--- src/rtl/dot_product_seq_ctrl.sv ---
// dot_product_seq_ctrl: streams two unsigned vectors through one multiplier/accumulator and returns their dot product
module dot_product_seq_ctrl #(
    parameter int DATA_W = 8,
    parameter int MAX_LEN = 16,
    localparam int LEN_W = $clog2(MAX_LEN + 1),
    localparam int ACC_W = 2 * DATA_W + $clog2(MAX_LEN)
) (
    input  logic              clk,
    input  logic              rst,
    input  logic              start,
    input  logic [LEN_W-1:0]  len,
    output logic              busy,
    input  logic              in_valid,
    output logic              in_ready,
    input  logic [DATA_W-1:0] in_a,
    input  logic [DATA_W-1:0] in_b,
    output logic              res_valid,
    input  logic              res_ready,
    output logic [ACC_W-1:0]  result
);
    typedef enum logic [1:0] {IDLE, LOAD, FLUSH, DONE} state_t;
    state_t state, state_n;
    logic [LEN_W-1:0] cnt;
    logic [2*DATA_W-1:0] prod_reg;
    logic prod_vld;
    logic [ACC_W-1:0] acc;
    logic fire;
    logic [LEN_W-1:0] sat_len;
    assign fire = in_valid & in_ready;
    assign sat_len = (len > LEN_W'(MAX_LEN)) ? LEN_W'(MAX_LEN) : len;
    assign result = acc;
    // state register
    always_ff @(posedge clk) begin
        if (rst) state <= IDLE;
        else state <= state_n;
    end
    // next-state and handshake outputs
    always_comb begin
        state_n = state;
        busy = state != IDLE;
        in_ready = state == LOAD;
        res_valid = state == DONE;
        case (state)
            IDLE:  state_n = start ? ((len == '0) ? DONE : LOAD) : IDLE;
            LOAD:  state_n = (fire && cnt == LEN_W'(1)) ? FLUSH : LOAD;
            FLUSH: state_n = DONE;
            DONE:  state_n = res_ready ? IDLE : DONE;
            default: state_n = IDLE;
        endcase
    end
    // two-stage multiply/accumulate datapath and element counter; a start clears the running sum
    always_ff @(posedge clk) begin
        if (rst) begin
            cnt <= '0;
            prod_reg <= '0;
            prod_vld <= 1'b0;
            acc <= '0;
        end else begin
            prod_vld <= fire;
            if (fire) prod_reg <= {{DATA_W{1'b0}}, in_a} * {{DATA_W{1'b0}}, in_b};
            if (state == IDLE && start) acc <= '0;
            else if (prod_vld) acc <= acc + ACC_W'(prod_reg);
            if (state == IDLE && start) cnt <= sat_len;
            else if (fire) cnt <= cnt - LEN_W'(1);
        end
    end
endmodule

--- config.mk ---
export PLATFORM = sky130hd
export DESIGN_NAME = dot_product_seq_ctrl
export DESIGN_NICKNAME = d
export VERILOG_FILES = /design/src/rtl/dot_product_seq_ctrl.sv
export SDC_FILE = /design/constraint.sdc
export NUM_CORES = 1
export LEC_CHECK = 0
export BUFFER_PORTS_ARGS = -buffer_cell sky130_fd_sc_hd__buf_2
export CORE_MARGIN = 2
export CORE_UTILIZATION = 35
export CTS_CLUSTER_DIAMETER = 120
export CTS_CLUSTER_SIZE = 8
export DETAILED_ROUTE_END_ITERATION = 16
export GPL_TIMING_DRIVEN = 0
export SYNTH_ARGS = -nofsm -noshare
export SYNTH_HDL_FRONTEND = slang
export SYNTH_SLANG_ARGS = --single-unit
--- constraint.sdc ---
create_clock -name clk -period 6.85 [get_ports clk]
set_input_delay 0.685 -clock clk [delete_from_list [all_inputs] [get_ports clk]]
set_output_delay 0.685 -clock clk [all_outputs]
set_load 0.05 [all_outputs]
==> results of run 1 <==
## cells in the final DEF, fill, tap and decap left out, types with 3 or more instances in the layout
| cell | n |
|---|---|
| nor2_1 | 26 |
| xnor2_1 | 11 |
| dfxtp_1 | 44 |
| nand2_1 | 55 |
| o21bai_1 | 3 |
| xor2_1 | 5 |
| clkbuf_1 | 9 |
| nor3_1 | 11 |
| nor2b_1 | 5 |
| o31ai_2 | 3 |
| clkbuf_16 | 5 |
| and3_1 | 4 |
| a21o_1 | 11 |
| or4_1 | 3 |
| a31oi_1 | 5 |
| nand4_1 | 6 |
| buf_2 | 51 |
| and2_1 | 48 |
| a211oi_1 | 7 |
| fa_1 | 37 |
| a211oi_2 | 3 |
| a21oi_1 | 39 |
| mux2i_1 | 7 |
| o21a_1 | 7 |
| nand3_1 | 8 |
| o21ai_1 | 6 |
| nand2b_1 | 6 |
| o211ai_1 | 3 |
| ha_1 | 54 |
| inv_1 | 56 |
| o21ai_0 | 11 |
| nor3b_1 | 5 |
## cells by family after synthesis
kind of cell             Yosys count  synth area share (%)
AND/OR/NAND/NOR                  188                  21.1
AO/OA/AOI/OAI                    122                  18.7
adder cells (fa/ha/maj)           91                  30.4
buffers and inverters             70                  5.97
flip-flops                        44                  18.9
XOR/XNOR                          16                  3.01
multiplexers                       8                  1.83
## metal layers
layer | up-vias | GRT usage, % | wire, um
li1 | 1965 | - | -
met1 | 1759 | 19.9 | 5080
met2 | 67 | 25.4 | 4750
met3 | 10 | 1.96 | 313
met4 | 0 | 4.12 | 137
met5 | - | 0 | 0
## cells in the mapped netlist, drive strengths merged (8+ instances only)
| library cell | instances |
|---|---|
| inv | 56 |
| a211oi | 10 |
| clkbuf | 8 |
| o21ai | 19 |
| nor2 | 26 |
| fa | 37 |
| nor3 | 12 |
| a21oi | 41 |
| nand2 | 56 |
| dfxtp | 44 |
| nand3 | 9 |
| xnor2 | 11 |
| a21o | 13 |
| ha | 54 |
| and2 | 49 |
## per-stage QoR
stage | setup slack, ns | total power, mW
2_1_floorplan | 2.41 | 0.766
3_3_place_gp | 2.07 | 0.873
3_5_place_dp | 2.04 | 0.880
4_1_cts | 2.33 | 1.11
5_1_grt | 2.11 | 1.21
6_report | 2.36 | 1.10
## layout make-up
cell class | instances | share of cell area (%)
Tap cell | 176 | 4.20
Timing Repair Buffer | 48 | 4.58
Buffer | 14 | 1.29
Clock buffer | 6 | 2.46
Inverter | 56 | 4.01
Sequential cell | 44 | 16.8
Multi-Input combinational cell | 425 | 66.6
Clock inverter | 1 | 0.0954
## power by group through the flow
stage	sequential, mW	clock, mW	combinational, mW
2_1_floorplan	0.294	0	0.472
3_3_place_gp	0.293	0	0.580
3_5_place_dp	0.294	0	0.585
4_1_cts	0.289	0.232	0.592
5_1_grt	0.291	0.241	0.677
6_report	0.288	0.225	0.584
## worst max-delay path, delay by kind of cell
family          cells  cell delay [ns]
buf+inv             4             0.32
simple gates        1             0.10
compound gates      6             1.13
fa+ha+maj           5             2.42
## how the worst max path moves through the flow
stage | slack (ns) | startpoint | depth (start not counted) | to
CTS | 2.33 | in_a[0] | 16 | prod_reg[14]
detailed placement | 2.04 | in_a[0] | 16 | prod_reg[14]
floorplan | 2.41 | in_a[1] | 14 | prod_reg[14]
global route | 2.11 | in_a[0] | 16 | prod_reg[13]
finish | 2.36 | in_a[0] | 16 | prod_reg[14]
global placement | 2.07 | in_a[0] | 16 | prod_reg[14]
==> run_results.csv, run 1 <==
group,metric,value,unit
run_status,outcome,"finished, final reports clean",
global_routing,antenna_found_initial,0,
finish,nNetsFinal,711,
floorplan,die_w,119,um
clocking,cts_setup_buffers,0,
placed_design,dp_hpwl,8.56,mm
sta,finClkSkew,0.00242,ns
yosys,yosys_register_bits,44,
setup_path,r2r-start,"result[0]",
power,swShare,39.7,%
clocking,insertion_delay,0.28,ns
floorplan,start_util,35.4,%
sta,max-slew-margin-rel,63.8,%
floorplan,core,0.0131,mm2
yosys,yosys.area.top_type_share,18.9,%
detailed_routing,vias_per_cell,4.94,
worst_hold_path,whs_path_depth,2,
finish,fin_area,0.00525,mm2
setup_path,startpoint_type,"input port",
finish,num_antenna_cells,0,
sta,whs,0.459,ns
finish,multi_input_area,0.00349,mm2
yosys,ys.warnings.count,0,
clocking,cts_hold_buf,0,
finish,drive_gt1_share,14.0,%
global_routing,grt_first_pass_wirelength,17.4,mm
global_routing,first_global_vias,3735,
global_routing,grt_max_degree,13,
finish,stdcell_count,770,
clocking,clk_root_buffer_cell,"clkbuf_16",
clocking,post_cts_resized,0,
clocking,h-tree-depth,2,
setup_path,regToRegSetupSlack,4.56,ns
sta,rsz0062_at_grt,"no",
setup_path,crit_arrival,4.67,ns
placed_design,dp_cells,763,
sta,tns,0,ns
finish,syn2layout_area_growth,12.8,%
setup_path,end_kind,"register",
placed_design,placed_cell_area,0.00511,mm2
clocking,cts_sinks,44,
worst_hold_path,worstHoldEndpoint,"prod_reg[0]",
detailed_routing,drc_errors,0,
detailed_routing,first_pass_iters,4,
sta,max_slew.worst_pin.slew,0.543,ns
sta,period_share,65.6,%
power,power.share.combinational,53.2,%
yosys,synth.area.top_cells,"dfxtp_1 (19%), fa_1 (16%), ha_1 (15%), and2_1 (6.5%), inv_1 (4.5%)",
floorplan,dieHeight,119,um
clocking,clk_pin_slew,0.06,ns
power,p_seq_share,26.3,%
worst_hold_path,holdCritStartpoint,"prod_reg[0]",
power,switchingPower,0.435,mW
power,p_int,0.662,mW
yosys,synth_top_flop_cell,"dfxtp_1",
detailed_routing,ant_nets,0,
finish,fillers,1353,
placed_design,port_buffers,48,
sta,slew_viol_final,0,
sta,final_hold_viol_count,0,
floorplan,ios,49,
detailed_routing,wl_per_cell,13.4,um
yosys,syn_nets,656,
yosys,avgSynthCellArea,8.63,um2
global_routing,grt_use_total,14.9,%
clocking,cts_buffers,5,
placed_design,gp_congestion,0.877,
setup_path,path_cells,"buf_2 > nand2_1 > fa_1 > fa_1 > inv_1 > fa_1 > inv_1 > fa_1 > inv_1 > ha_1 > o21a_1 > o21ai_1 > o31ai_2 > a21o_1 > a21o_2 > a211o_1",
yosys,ys_types,65,
setup_path,critPathMaxFanout,8,
power,clockPowerShare,20.5,%
clocking,clk_path_buf_depth,2,
setup_path,critPathMaxStageDelay,0.54,ns
yosys,synth_edf_count,0,
detailed_routing,dr.first_iter.drc_count,212,
clocking,tritoncts,"yes",
global_routing,overflow,0,
setup_path,reg2reg_to,"result[14]",
setup_path,cpMaxStageDelayCell,"fa_1",
yosys,synth-async-reset-ratio,0,%
power,p_leak,2.49,nW
setup_path,crit_type,"in2reg",
setup_path,reg2reg_depth,9,
yosys,syn_inst,539,
detailed_routing,vias,3801,
yosys,synth_top_area_cell,"dfxtp_1",
detailed_routing,wirelength,10.3,mm
floorplan,fp-row-count,42,
flow_run,drv_cap,0,
yosys,yosysSeqAreaShare,18.9,%
finish,largest_reg_flops,20,
sta,timing.fmax,223,MHz
sta,post-route-min-period,4.49,ns
worst_hold_path,min_path_type,"reg2reg",
finish,seq_area,881,um2
finish,utilization,39.9,%
power,power_density,209,mW/mm2
setup_path,cp_common_cell,"fa_1",
yosys,syn_area,0.00465,mm2
floorplan,die_area,0.0142,mm2
power,peakVddDrop,0.0000840,V
sta,finalSetupViolations,0,
setup_path,worstPathRequired,7.02,ns
Power figures use the tool's default switching activity.
==> run 2, diff against run 1 <==
==> constraint.sdc (replaced) <==
create_clock -name clk -period 3.9 [get_ports clk]
set_input_delay 0.39 -clock clk [delete_from_list [all_inputs] [get_ports clk]]
set_output_delay 0.39 -clock clk [all_outputs]
set_load 0.05 [all_outputs]
==> run 2 against run 1 <==
Effect of this change: wire length rose by 2.3%; sequential share of layout area fell by 0.90 points; clock power rose by 91%; clock skew barely moved; clock-buffer cell count rose by 1.
==> run_results.csv, run 2 (synthesis results as in run 1) <==
group,metric,value,unit
global_routing,antenna_found_initial,0,
finish,final_common_cell,"inv_1",
detailed_routing,vias_per_cell,4.96,
floorplan,die_w,119,um
global_routing,grt_max_degree,14,
floorplan,dieHeight,119,um
power,power_density,391,mW/mm2
global_routing,overflow,0,
global_routing,use_met1,20.1,%
finish,fin_area,0.00555,mm2
setup_path,critPathMaxFanout,8,
detailed_routing,dr.first_iter.drc_count,124,
floorplan,fp-row-count,42,
detailed_routing,drc_errors,0,
clocking,tritoncts,"yes",
setup_path,regToRegSetupSlack,1.61,ns
global_routing,grtUsageMet2,27.1,%
global_routing,grt_use_met3,1.68,%
clocking,cts_sinks,44,
finish,utilization,42.2,%
detailed_routing,vias,3850,
detailed_routing,ant_nets,0,
floorplan,start_util,35.4,%
worst_hold_path,whs_path_depth,2,
sta,finalSetupViolations,0,
placed_design,dp_hpwl,8.71,mm
finish,largest_reg_flops,20,
run_status,outcome,"finished, final reports clean",
floorplan,die_area,0.0142,mm2
finish,fillers,1311,
setup_path,path_cells,"buf_8 > and2_1 > fa_1 > fa_1 > fa_1 > inv_1 > fa_1 > inv_1 > ha_4 > a21o_2 > a21oi_4 > o31ai_4 > a21o_1 > a21o_2 > a211o_1",
worst_hold_path,holdCritStartpoint,"res_ready",
setup_path,end_kind,"register",
flow_run,drv_cap,0,
detailed_routing,first_pass_iters,4,
setup_path,reg2reg_to,"result[14]",
finish,drive_gt1_share,18.5,%
finish,final_cell_mix,"inv_1 (52), nand2_1 (50), ha_1 (49)",
power,p_leak,2.57,nW
clocking,clk_pin_slew,0.06,ns
sta,timing.fmax,258,MHz
clocking,clk_path_buf_depth,2,
clocking,clk_root_buffer_cell,"clkbuf_16",
clocking,insertion_delay,0.29,ns
setup_path,cpMaxStageDelayCell,"fa_1",
setup_path,startpoint_type,"input port",
setup_path,worstPathRequired,4.08,ns
sta,slew_viol_final,0,
placed_design,gp_congestion,0.892,
global_routing,grt_use_total,15.4,%
global_routing,grt_first_pass_wirelength,18.3,mm
sta,finClkSkew,0.00270,ns
worst_hold_path,min_path_type,"in2reg",
finish,num_antenna_cells,0,
setup_path,crit_arrival,4.05,ns
finish,nNetsFinal,716,
placed_design,placed_cell_area,0.00517,mm2
sta,final_hold_viol_count,0,
detailed_routing,wirelength,10.5,mm
setup_path,crit_type,"in2reg",
sta,max-slew-margin-rel,62.0,%
setup_path,critPathMaxStageDelay,0.53,ns
setup_path,cp_common_cell,"fa_1",
sta,period_share,99.2,%
global_routing,first_global_vias,3957,
sta,max_slew.worst_pin.slew,0.571,ns
sta,tns,0,ns
setup_path,cp_top_family,"adder cells",
setup_path,reg2reg_depth,9,
global_routing,grt-busiest-layer,"met2",
setup_path,r2r-start,"prod_reg[0]",
power,peakVddDrop,0.000164,V
clocking,cts_buffers,5,
sta,post-route-min-period,3.87,ns
setup_path,critPathBufInv,3,
clocking,h-tree-depth,2,
worst_hold_path,worstHoldEndpoint,"state[0]",
floorplan,core,0.0131,mm2
placed_design,port_buffers,48,
sta,rsz0062_at_grt,"yes",
finish,syn2layout_area_growth,19.2,%
detailed_routing,wl_per_cell,13.6,um
floorplan,ios,49,
clocking,cts_hold_buf,0,
[run 2: where the power goes]
part | total (mW) | switching (mW) | leakage, nW | internal (mW)
Sequential | 0.507 | 0.0232 | 0.357 | 0.484
Clock | 0.429 | 0.174 | 0.0701 | 0.255
Combinational | 1.23 | 0.650 | 2.14 | 0.581
[run 2: worst max-delay path by stage]
stage | start | endpoint | slack [ns] | depth (start not counted)
after floorplan | in_b[2] | prod_reg[14] | 0.002 | 14
after global placement | in_a[3] | prod_reg[14] | -0.32 | 15
after detailed placement | in_b[4] | prod_reg[13] | -0.36 | 15
after CTS | in_b[4] | prod_reg[14] | 0.007 | 16
after global routing | in_b[4] | prod_reg[14] | -0.14 | 15
final | in_b[4] | prod_reg[14] | 0.03 | 15
[run 2: stage by stage]
step / power [mW] / hold slack [ns] / std cells / setup slack, ns
after floorplan: 1.43 / 0.436 / 539 / 0.00181
final: 2.17 / 0.318 / 776 / 0.0300
after global routing: 2.37 / 0.317 / 776 / -0.135
after detailed placement: 1.65 / 0.457 / 763 / -0.358
after CTS: 2.13 / 0.310 / 773 / 0.00688
after global placement: 1.63 / 0.450 / 763 / -0.315
[run 2: timing repair]
item,in CTS,in global routing
setup buffers,2,3
endpoints found under the setup margin,3,5
pin swaps,6,8
resized for setup,6,54
[run 2: worst reg2reg max path, delay by kind of cell (launching register included)]
kind | cells | cell delay, ns
AOI/OAI and AO/OA | 4 | 0.93
and+or+nand+nor | 2 | 0.31
DFF | 1 | 0.36
adders and majority gates | 2 | 0.57
buffers and inverters | 1 | 0.06
[run 2: layout make-up]
cell class | count | area [um2] | share of cell area (%)
plain buffers | 14 | 67.6 | 1.22
clock buffers | 7 | 143 | 2.57
clock inverters | 1 | 7.51 | 0.135
inverters | 56 | 210 | 3.79
multi-input cells | 425 | 3620 | 65.3
flip-flops and latches | 44 | 881 | 15.9
well taps | 176 | 220 | 3.97
repair buffers | 53 | 398 | 7.18
[run 2: routing by layer]
metal | wire, um | up-vias
li1 | - | 1966
met1 | 5200 | 1819
met2 | 4920 | 53
met3 | 231 | 12
met4 | 163 | 0
met5 | 0 | -
